## src/rtl/imm_gen_pipe.sv

```systemverilog
`default_nettype none
// ============================================================================
// Module      : imm_gen_pipe
// Description : Registered immediate-generation pipeline stage for the decode
//               path. Classifies the instruction format from the opcode,
//               extracts the sign/zero-extended immediate (XLEN 32 or 64,
//               including CSR zimm) and presents it together with the raw
//               instruction behind a valid/ready handshake with flush.
//
// Parameters  : XLEN - immediate width, 32 or 64 (anything else fails
//                      elaboration)
//               SKID - 1: two-entry stage (output + skid) with registered
//                      in_ready_o; 0: single output register, combinational
//                      in_ready_o
//
// Ports       : clk_i        in   1     clock, all state on rising edge
//               rst_i        in   1     synchronous active-high reset
//               flush_i      in   1     drop all held entries at next edge
//               in_valid_i   in   1     instruction valid
//               in_ready_o   out  1     stage can accept
//               instr_i      in   32    raw instruction word
//               out_valid_o  out  1     result valid
//               out_ready_i  in   1     consumer accepts
//               imm_o        out  XLEN  extended immediate
//               fmt_o        out  3     0 R,1 I,2 S,3 B,4 U,5 J,6 Z,7 ILL
//               instr_o      out  32    instruction aligned with imm_o
//
// Build option: IMM_SHAMT_CHK_EN - when defined, shift-immediate encodings
//               are validated and emit a zero-extended shamt; illegal shift
//               encodings are reported as ILL with a zero immediate.
//
// Revision    : 1.0 - initial release
// ============================================================================
module imm_gen_pipe #(
    parameter int XLEN = 32,
    parameter int SKID = 1
) (
    input  logic            clk_i,
    input  logic            rst_i,
    input  logic            flush_i,
    input  logic            in_valid_i,
    output logic            in_ready_o,
    input  logic [31:0]     instr_i,
    output logic            out_valid_o,
    input  logic            out_ready_i,
    output logic [XLEN-1:0] imm_o,
    output logic [2:0]      fmt_o,
    output logic [31:0]     instr_o
);

    localparam logic [2:0] c_FMT_R   = 3'd0;
    localparam logic [2:0] c_FMT_I   = 3'd1;
    localparam logic [2:0] c_FMT_S   = 3'd2;
    localparam logic [2:0] c_FMT_B   = 3'd3;
    localparam logic [2:0] c_FMT_U   = 3'd4;
    localparam logic [2:0] c_FMT_J   = 3'd5;
    localparam logic [2:0] c_FMT_Z   = 3'd6;
    localparam logic [2:0] c_FMT_ILL = 3'd7;

    localparam logic [6:0] c_OP_LUI    = 7'b0110111;
    localparam logic [6:0] c_OP_AUIPC  = 7'b0010111;
    localparam logic [6:0] c_OP_JAL    = 7'b1101111;
    localparam logic [6:0] c_OP_JALR   = 7'b1100111;
    localparam logic [6:0] c_OP_LOAD   = 7'b0000011;
    localparam logic [6:0] c_OP_IMM    = 7'b0010011;
    localparam logic [6:0] c_OP_IMM32  = 7'b0011011;
    localparam logic [6:0] c_OP_STORE  = 7'b0100011;
    localparam logic [6:0] c_OP_BRANCH = 7'b1100011;
    localparam logic [6:0] c_OP_OP     = 7'b0110011;
    localparam logic [6:0] c_OP_OP32   = 7'b0111011;
    localparam logic [6:0] c_OP_SYSTEM = 7'b1110011;

    typedef logic [XLEN-1:0] imm_t;

    generate
        if (XLEN != 32 && XLEN != 64) begin : g_bad_xlen
            $error("imm_gen_pipe: XLEN must be 32 or 64");
        end
    endgenerate

    // ------------------------------------------------------------------
    // Decode (combinational, from the word currently offered)
    // ------------------------------------------------------------------
    logic [6:0] w_opcode;
    logic [2:0] w_funct3;
    logic [2:0] w_fmt;
    imm_t       w_imm;
    logic [2:0] w_dec_fmt;
    imm_t       w_dec_imm;

    assign w_opcode = instr_i[6:0];
    assign w_funct3 = instr_i[14:12];

    always_comb begin
        w_fmt = c_FMT_ILL;
        case (w_opcode)
            c_OP_LUI, c_OP_AUIPC:                         w_fmt = c_FMT_U;
            c_OP_JAL:                                     w_fmt = c_FMT_J;
            c_OP_JALR, c_OP_LOAD, c_OP_IMM, c_OP_IMM32:   w_fmt = c_FMT_I;
            c_OP_STORE:                                   w_fmt = c_FMT_S;
            c_OP_BRANCH:                                  w_fmt = c_FMT_B;
            c_OP_OP, c_OP_OP32:                           w_fmt = c_FMT_R;
            // CSR immediate forms (funct3 1xx) carry a zimm in rs1
            c_OP_SYSTEM: w_fmt = w_funct3[2] ? c_FMT_Z : c_FMT_I;
            default:                                      w_fmt = c_FMT_ILL;
        endcase
    end

    // Signed casts widen from the immediate's own top bit (instr[31]),
    // which also gives the XLEN=64 sign extension of U-type for free.
    always_comb begin
        w_imm = '0;
        case (w_fmt)
            c_FMT_I: w_imm = imm_t'($signed(instr_i[31:20]));
            c_FMT_S: w_imm = imm_t'($signed({instr_i[31:25], instr_i[11:7]}));
            c_FMT_B: w_imm = imm_t'($signed({instr_i[31], instr_i[7],
                                              instr_i[30:25], instr_i[11:8], 1'b0}));
            c_FMT_U: w_imm = imm_t'($signed({instr_i[31:12], 12'b0}));
            c_FMT_J: w_imm = imm_t'($signed({instr_i[31], instr_i[19:12],
                                              instr_i[20], instr_i[30:21], 1'b0}));
            c_FMT_Z: w_imm = imm_t'(instr_i[19:15]);
            default: w_imm = '0;
        endcase
    end

`ifdef IMM_SHAMT_CHK_EN
    logic       w_is_shift;
    logic       w_word_shift;
    logic       w_shamt_ok;
    logic [5:0] w_shamt;

    always_comb begin
        // funct3 001 (sll) and 101 (srl/sra) share the low two bits 01
        w_is_shift   = ((w_opcode == c_OP_IMM) || (w_opcode == c_OP_IMM32)) &&
                       (w_funct3[1:0] == 2'b01);
        w_word_shift = (w_opcode == c_OP_IMM32) || (XLEN == 32);
        if (w_word_shift) begin
            w_shamt    = {1'b0, instr_i[24:20]};
            w_shamt_ok = !instr_i[25] &&
                         ((instr_i[31:26] == 6'b000000) || (instr_i[31:26] == 6'b010000));
        end else begin
            w_shamt    = instr_i[25:20];
            w_shamt_ok = (instr_i[31:26] == 6'b000000) || (instr_i[31:26] == 6'b010000);
        end
        w_dec_fmt = w_fmt;
        w_dec_imm = w_imm;
        if (w_is_shift) begin
            if (w_shamt_ok) begin
                w_dec_imm = imm_t'(w_shamt);
            end else begin
                w_dec_fmt = c_FMT_ILL;
                w_dec_imm = '0;
            end
        end
    end
`else
    assign w_dec_fmt = w_fmt;
    assign w_dec_imm = w_imm;
`endif

    // ------------------------------------------------------------------
    // Output register and handshake
    // ------------------------------------------------------------------
    logic        r_out_valid;
    imm_t        r_imm;
    logic [2:0]  r_fmt;
    logic [31:0] r_instr;
    logic        w_accept;
    logic        w_retire;

    assign out_valid_o = r_out_valid;
    assign imm_o       = r_imm;
    assign fmt_o       = r_fmt;
    assign instr_o     = r_instr;

    // A word offered during flush is never taken, even if ready is high.
    assign w_accept = in_valid_i && in_ready_o && !flush_i;
    assign w_retire = r_out_valid && out_ready_i;

    generate
        if (SKID != 0) begin : g_skid
            logic        r_in_ready;
            logic        r_skid_valid;
            imm_t        r_skid_imm;
            logic [2:0]  r_skid_fmt;
            logic [31:0] r_skid_instr;

            // Ready is registered: it tracks "skid entry empty", so a stall
            // seen by the consumer reaches the producer one cycle later and
            // the skid entry absorbs the word in flight.
            assign in_ready_o = r_in_ready;

            always_ff @(posedge clk_i) begin
                if (rst_i) begin
                    r_out_valid  <= 1'b0;
                    r_imm        <= '0;
                    r_fmt        <= '0;
                    r_instr      <= '0;
                    r_skid_valid <= 1'b0;
                    r_skid_imm   <= '0;
                    r_skid_fmt   <= '0;
                    r_skid_instr <= '0;
                    r_in_ready   <= 1'b1;
                end else if (flush_i) begin
                    r_out_valid  <= 1'b0;
                    r_skid_valid <= 1'b0;
                    r_in_ready   <= 1'b1;
                end else if (r_skid_valid) begin
                    // Ready is low here, so only the skid-to-output move
                    // can happen; it keeps order and leaves no bubble.
                    if (w_retire) begin
                        r_imm        <= r_skid_imm;
                        r_fmt        <= r_skid_fmt;
                        r_instr      <= r_skid_instr;
                        r_skid_valid <= 1'b0;
                        r_in_ready   <= 1'b1;
                    end
                end else if (w_accept) begin
                    if (!r_out_valid || out_ready_i) begin
                        r_out_valid <= 1'b1;
                        r_imm       <= w_dec_imm;
                        r_fmt       <= w_dec_fmt;
                        r_instr     <= instr_i;
                    end else begin
                        r_skid_valid <= 1'b1;
                        r_skid_imm   <= w_dec_imm;
                        r_skid_fmt   <= w_dec_fmt;
                        r_skid_instr <= instr_i;
                        r_in_ready   <= 1'b0;
                    end
                end else if (w_retire) begin
                    r_out_valid <= 1'b0;
                end
            end
        end else begin : g_direct
            assign in_ready_o = !r_out_valid || out_ready_i;

            always_ff @(posedge clk_i) begin
                if (rst_i) begin
                    r_out_valid <= 1'b0;
                    r_imm       <= '0;
                    r_fmt       <= '0;
                    r_instr     <= '0;
                end else if (flush_i) begin
                    r_out_valid <= 1'b0;
                end else if (w_accept) begin
                    // Covers simultaneous retire: the new word replaces it.
                    r_out_valid <= 1'b1;
                    r_imm       <= w_dec_imm;
                    r_fmt       <= w_dec_fmt;
                    r_instr     <= instr_i;
                end else if (w_retire) begin
                    r_out_valid <= 1'b0;
                end
            end
        end
    endgenerate

endmodule
`default_nettype wire

```

## config.mk

```make
export PLATFORM = sky130hd
export DESIGN_NAME = imm_gen_pipe
export DESIGN_NICKNAME = d
export VERILOG_FILES = /design/src/rtl/imm_gen_pipe.sv
export SDC_FILE = /design/constraint.sdc
export NUM_CORES = 1
export LEC_CHECK = 0
export CAP_MARGIN = 10
export CORE_ASPECT_RATIO = 1.5
export CORE_UTILIZATION = 48
export DETAILED_ROUTE_END_ITERATION = 10
export GPL_ROUTABILITY_DRIVEN = 0
export GPL_TIMING_DRIVEN = 0
export PLACE_DENSITY_LB_ADDON = 0.25
export SETUP_SLACK_MARGIN = 0.1
export SKIP_CTS_REPAIR_TIMING = 1
export SYNTH_ARGS = -nofsm -noshare
export SYNTH_HDL_FRONTEND = slang
export SYNTH_SLANG_ARGS = --single-unit
```

## constraint.sdc

```tcl
create_clock -name clk_i -period 1.6 [get_ports clk_i]
set_input_delay 0.16 -clock clk_i [delete_from_list [all_inputs] [get_ports clk_i]]
set_output_delay 0.16 -clock clk_i [all_outputs]
set_load 0.005 [all_outputs]
```

==> reports/metrics.cfg, run 1 <==
[run_status]
status=complete, but fails checks
violations=setup timing

[clock_tree]
clock_latency_ns=0.43
cts_tree=built
cts_buffers=17
clock_sinks=137
clockRootBuffer=clkbuf_16
cts.path.max_buffers=2
clk_pin_slew_worst_paths_ns=0.06
htree_levels=4

[yosys]
synth.ff_latch_count=137
synth_compound_area_share_pct=23.70
synth_top_family_by_area=compound AO/OA/AOI/OAI gates
synth_edf_count=0
synth_xor_xnor_area_share_pct=0.1443
synthSimpleGateAreaFrac_pct=20.07
synth_top_area_share_pct=45.18
muxShareOfSynthArea_pct=5.297
synth_area_um2=6071
synth_fa_ha_area_share_pct=0.1649
synth_nets=759
synth_sequential_area_ratio_pct=45.18
syn-instance-count=722
ys_warn_count=0
synth_area_leaders=dfxtp_1, nand2_1, a21oi_1
ys_types=58
synthArstFlopShare_pct=0
ys.flop_type=dfxtp_1
synth_area_leader_cell=dfxtp_1
syn_area_per_cell_um2=8.408

[place]
io_buffer_count=104
place_ws_ns=-0.8994
dp_hpwl_mm=13.63

[drt]
wl_per_cell_um=23.29
detail-route-antenna-nets=0
via_count=6718
totalWireLength_mm=24.50
dr.pass1.iters=5
via_per_inst=6.386
drtIter0Drc=640
drc=0

[setup_path]
critical_path_class=reg -> reg
crit_path_max_incr_delay_ns=0.32
timing.rr.end=g_skid.r_skid_imm[15]$_SDFFE_PP0P_
r2r-start=g_skid.r_skid_valid$_SDFF_PP0_
crit_top_cell=buf_6
worstRegToRegCells=9
crit_required_ns=1.91
slowest_stage=a311oi_1
regToRegSetupSlack_ns=-0.40
setup.worst_path.start=g_skid.r_skid_valid$_SDFF_PP0_
timing.critical_path.buf_inv=4
crit_family=simple AND/OR/NAND/NOR gates
crit_chain=buf_6 -> nand3b_1 -> buf_6 -> nor2_4 -> and2_4 -> buf_12 -> buf_8 -> nor2_2 -> a311oi_1
startpoint_type=flip-flop
cp.arrival_ns=2.31
path_max_fanout=8
end_kind=flip-flop

[pwr]
power_density_nw_per_um2=941.6
power_leakage_nw=3.423
vdd_drop_max_uv=914.5

[sta]
tightest_slew_ns=0.9693
max-slew-margin-rel_pct=35.38
rsz0062_at_grt=true
period_needed_ns=1.998
fmax_mhz=500.5
hold_violations=0
setup_slack_ns=-0.3978
setup_tns_ns=-31.71
setup_violations=136
fin_worst_skew_ns=0.005475
slew_viol_final=0
final.period_utilization_pct=124.9

[min_path]
hold_end=g_skid.r_skid_instr[31]$_SDFFE_PP0P_
min_path_type=in -> reg
whs_path_depth=3
hold_path_startpoint=instr_i[31]

[grt]
track_usage_pct=29.48
antenna_found_initial=0
first_global_vias=5780
overflow=0
grt_max_degree=17
grt_pass1_wl_mm=29.42

[floorplan]
core_um2=12390
die_w_um=93.83
fp.dieArea_um2=13110
ioPinCount=106
start_util_pct=49.01
fp-row-count=50
dieHeight_um=139.7

[run]
timing.max_cap.violations=0

[cells_and_area]
fin_nets=920
drive_gt1_share_pct=32.14
syn_to_final_growth_pct=58.04
n_antenna_cell=0

-- layout make-up --
cell class / instances / area [um^2]
sequential: 137 / 2749
inverter: 8 / 30.03
buffer: 65 / 611.8
fill: 742 / 2793
clock buffer: 18 / 429.2
tap: 156 / 195.2
clock inverter: 14 / 195.2
multi-input combinational: 511 / 3775
timing repair buffer: 143 / 1609
-- power breakdown --
| group | leakage, nW | switching (mW) | total [mW] | internal [mW] |
|---|---|---|---|---|
| Sequential | 1.11 | 0.0812 | 3.59 | 3.51 |
| Clock | 0.305 | 1.61 | 4.22 | 2.62 |
| Combinational | 2.00 | 0.636 | 1.22 | 0.581 |
| Total | 3.42 | 2.32 | 9.03 | 6.71 |
-- cell usage in the layout, fill, tap and decap left out, types with 4 or more instances in the layout --
cell type,n
dfxtp_1,134
nand2_1,123
clkdlybuf4s50_1,95
a21oi_1,70
a211oi_2,50
mux2i_1,31
clkbuf_16,29
nor2_4,24
buf_6,23
nor2_1,23
nor2_2,21
buf_4,21
a21oi_2,20
nand3_1,16
clkbuf_1,12
clkbuf_2,11
nand3b_1,10
buf_8,10
and3_1,9
dlymetal6s2s_1,9
a211oi_1,8
buf_12,7
inv_1,7
a311oi_1,7
o21ai_2,7
o2bb2ai_1,6
o21ai_0,6
nand2_2,5
nand3_2,4
a22o_1,4
a21o_1,4
bufinv_16,4
-- synth_stat cells, types with 3 or more instances --
library cell    n
dfxtp_1       137
o2bb2ai_1       6
buf_6           3
a21oi_1        90
a311oi_1        9
nand2_1       130
a211oi_2       19
inv_1           7
buf_2          18
nand3_1        22
and2_1          4
buf_1           3
a211oi_1       41
a21o_1          4
and3_1          9
mux2i_1        31
o21ai_0        16
nor2_1         68
nand2b_1        3
nand3b_1       10
clkbuf_1       40
nor3_1          3
a22o_1          4
a31oi_1         3
-- state kept, by name (all words and copies together), names as in the netlist, 3 cells and up --
| signal | count |
|---|---|
| g_skid.r_skid_imm | 32 |
| g_skid.r_skid_instr | 32 |
| imm_o | 32 |
| instr_o | 32 |
| fmt_o | 3 |
| g_skid.r_skid_fmt | 3 |
-- tightest hold or removal path, cell delays in order --
cell and delay [ns]:
buf_2 0.19, nand2_2 0.10, a21oi_2 0.05
-- cell families (layout without fill, tap and decap cells) --
family | Yosys count | after routing
and+or+nand+nor | 269 | 269
AOI/OAI and AO/OA | 208 | 208
DFF | 137 | 137
buffers and inverters | 74 | 248
muxes | 32 | 32
adders and majority gates | 1 | 1
xor gates and xnor gates | 1 | 1
-- worst max-delay path by stage --
| stage | endpoint | slack (ns) | cells past startpoint |
|---|---|---|---|
| 6_report | g_skid.r_skid_imm[15]$_SDFFE_PP0P_ | -0.40 | 9 |
| 5_1_grt | g_skid.r_skid_valid$_SDFF_PP0_ | -0.45 | 4 |
| 4_1_cts | g_skid.r_skid_fmt[2]$_SDFFE_PP0P_ | -0.57 | 6 |
| 3_5_place_dp | imm_o[11]$_SDFFE_PP0P_ | -0.90 | 7 |
| 3_3_place_gp | imm_o[11]$_SDFFE_PP0P_ | -0.85 | 7 |
| 2_1_floorplan | imm_o[11]$_SDFFE_PP0P_ | -0.12 | 6 |
-- per-layer routing --
layer,routed length (um),global-route usage [%],up-vias
met3,2012,5.574,159
met1,8259,32.65,3212
met5,0,0,-
met4,2006,19.19,0
met2,12220,50.48,464
li1,-,-,2883
-- metrics by stage --
step	hold slack [ns]	power (mW)	utilization [%]	cell area, um^2	instances
3_3_place_gp	0.4353	4.483	60.19	7456	982
2_1_floorplan	0.2431	4.054	-	6220	722
5_1_grt	0.1219	9.253	77.45	9594	1052
6_report	0.1238	9.034	77.45	9594	1052
4_1_cts	0.09879	8.606	65.23	8080	1014
3_5_place_dp	0.4404	4.503	60.19	7456	982
No activity file was read; power rests on OpenSTA's default activity.
==> run 2: changes to the inputs <==
- PLACE_DENSITY: not set -> 0.79
- PLACE_DENSITY_LB_ADDON: 0.25 -> not set
==> reports/metrics.cfg, run 2 (synthesis gave the netlist of run 1 again) <==
[clock_tree]
clock_latency_ns=0.43
cts_tree=built
clockRootBuffer=clkbuf_16
cts.path.max_buffers=2
clk_pin_slew_worst_paths_ns=0.06
htree_levels=4
clock_sinks=137
cts_buffers=17

[floorplan]
dieHeight_um=139.7
fp.dieArea_um2=13110
ioPinCount=106
fp-row-count=50
start_util_pct=49.01
core_um2=12390
die_w_um=93.83

[sta]
tightest_slew_ns=0.8496
period_needed_ns=1.975
final.period_utilization_pct=123.4
fin_worst_skew_ns=0.007391
max-slew-margin-rel_pct=43.36
hold_violations=0
slew_viol_final=0
setup_violations=135
rsz0062_at_grt=true
setup_slack_ns=-0.3750
holdWs_ns=0.1229
fmax_mhz=506.3
setup_tns_ns=-23.98

[cells_and_area]
n_antenna_cell=0
syn_to_final_growth_pct=54.84
fin_util_pct=75.89
final_common_cell=dfxtp_1
drive_gt1_share_pct=28.05
design_area_um2=9400
final_cell_mix=dfxtp_1, nand2_1, clkdlybuf4s50_1
fin_nets=926
fill_cells=722

[drt]
totalWireLength_mm=25.10
detail-route-antenna-nets=0
wl_per_cell_um=23.73
via_per_inst=6.474
drtIter0Drc=856
dr.pass1.iters=7
drc=0
via_count=6850

[pwr]
p_int_mw=6.926
swShare_pct=24.56
power_leakage_nw=3.362
p_switching_mw=2.255
power_mw=9.181
combinationalPowerShare_pct=12.2
vdd_drop_max_uv=797.6
pwr-share-seq_pct=39.0
clockPowerShare_pct=48.8
power_density_nw_per_um2=976.7

[setup_path]
startpoint_type=flip-flop
critical_path_class=reg -> reg
path_max_fanout=8
crit_top_cell=buf_6
cp.arrival_ns=2.27
crit_required_ns=1.90
end_kind=flip-flop
slowest_stage=a311oi_1
crit_path_max_incr_delay_ns=0.33
crit_chain=buf_6 -> nand3b_1 -> buf_6 -> nor2_4 -> and2_4 -> buf_8 -> clkbuf_16 -> nor2_1 -> a311oi_1

[place]
io_buffer_count=104
dp_hpwl_mm=13.78
postPlaceCellArea_um2=7456

[min_path]
min_path_type=in -> reg

[grt]
grt_max_degree=17
track_usage_pct=30.75
overflow=0
first_global_vias=6023
antenna_found_initial=0
grt_pass1_wl_mm=30.79

[run_status]
violations=setup timing
status=complete, but fails checks

[run]
timing.max_cap.violations=0

[run 2: through the flow]
stage | setup slack, ns | cells
after floorplan | -0.1205 | 722
after global placement | -0.8356 | 982
after detailed placement | -0.8970 | 982
after CTS | -0.6101 | 1014
after global routing | -0.4305 | 1058
final | -0.3750 | 1058
[run 2: path summary, 6_finish.rpt]
path	from	to	slack, ns	cells after the start
setup / recovery	g_skid.r_skid_valid$_SDFF_PP0_	g_skid.r_skid_imm[15]$_SDFFE_PP0P_	-0.37	9
hold / removal	instr_i[31]	g_skid.r_skid_instr[31]$_SDFFE_PP0P_	0.12	3
setup reg to reg	g_skid.r_skid_valid$_SDFF_PP0_	g_skid.r_skid_imm[15]$_SDFFE_PP0P_	-0.37	9
hold reg to reg	g_skid.r_skid_instr[14]$_SDFFE_PP0P_	g_skid.r_skid_instr[14]$_SDFFE_PP0P_	0.46	2
[run 2: layout make-up]
| class | instances | area, um^2 | share of cell area (%) |
|---|---|---|---|
| Multi-Input combinational cell | 512 | 3515 | 37.39 |
| Sequential cell | 137 | 2749 | 29.24 |
| Timing Repair Buffer | 148 | 1638 | 17.42 |
| Buffer | 65 | 613.1 | 6.522 |
| Clock buffer | 21 | 470.5 | 5.005 |
| Tap cell | 156 | 195.2 | 2.076 |
| Clock inverter | 11 | 190.2 | 2.023 |
| Inverter | 8 | 30.03 | 0.3194 |
[run 2: power by group through the flow]
stage | clock network [mW] | logic (mW) | registers [mW]
3_5_place_dp | 0 | 0.861 | 3.64
3_3_place_gp | 0 | 0.842 | 3.64
4_1_cts | 4.39 | 0.868 | 3.57
2_1_floorplan | 0 | 0.413 | 3.64
5_1_grt | 4.64 | 1.16 | 3.58
6_report | 4.48 | 1.12 | 3.58
[run 2: critical path: cells and delay by family (launching register included)]
kind / cells / cell delay (ns)
flops: 1 / 0.30
simple gates: 4 / 0.62
compound gates: 1 / 0.33
buf+inv: 4 / 0.60
[run 2: per-layer routing]
layer  GRT usage (%)  wire [um]  share of wire (%)
met1           35.12       8574                 34
met2           52.09      12110                 48
met3           5.738       2301                9.2
met4           18.79       2116                8.4
met5               0          0                  0
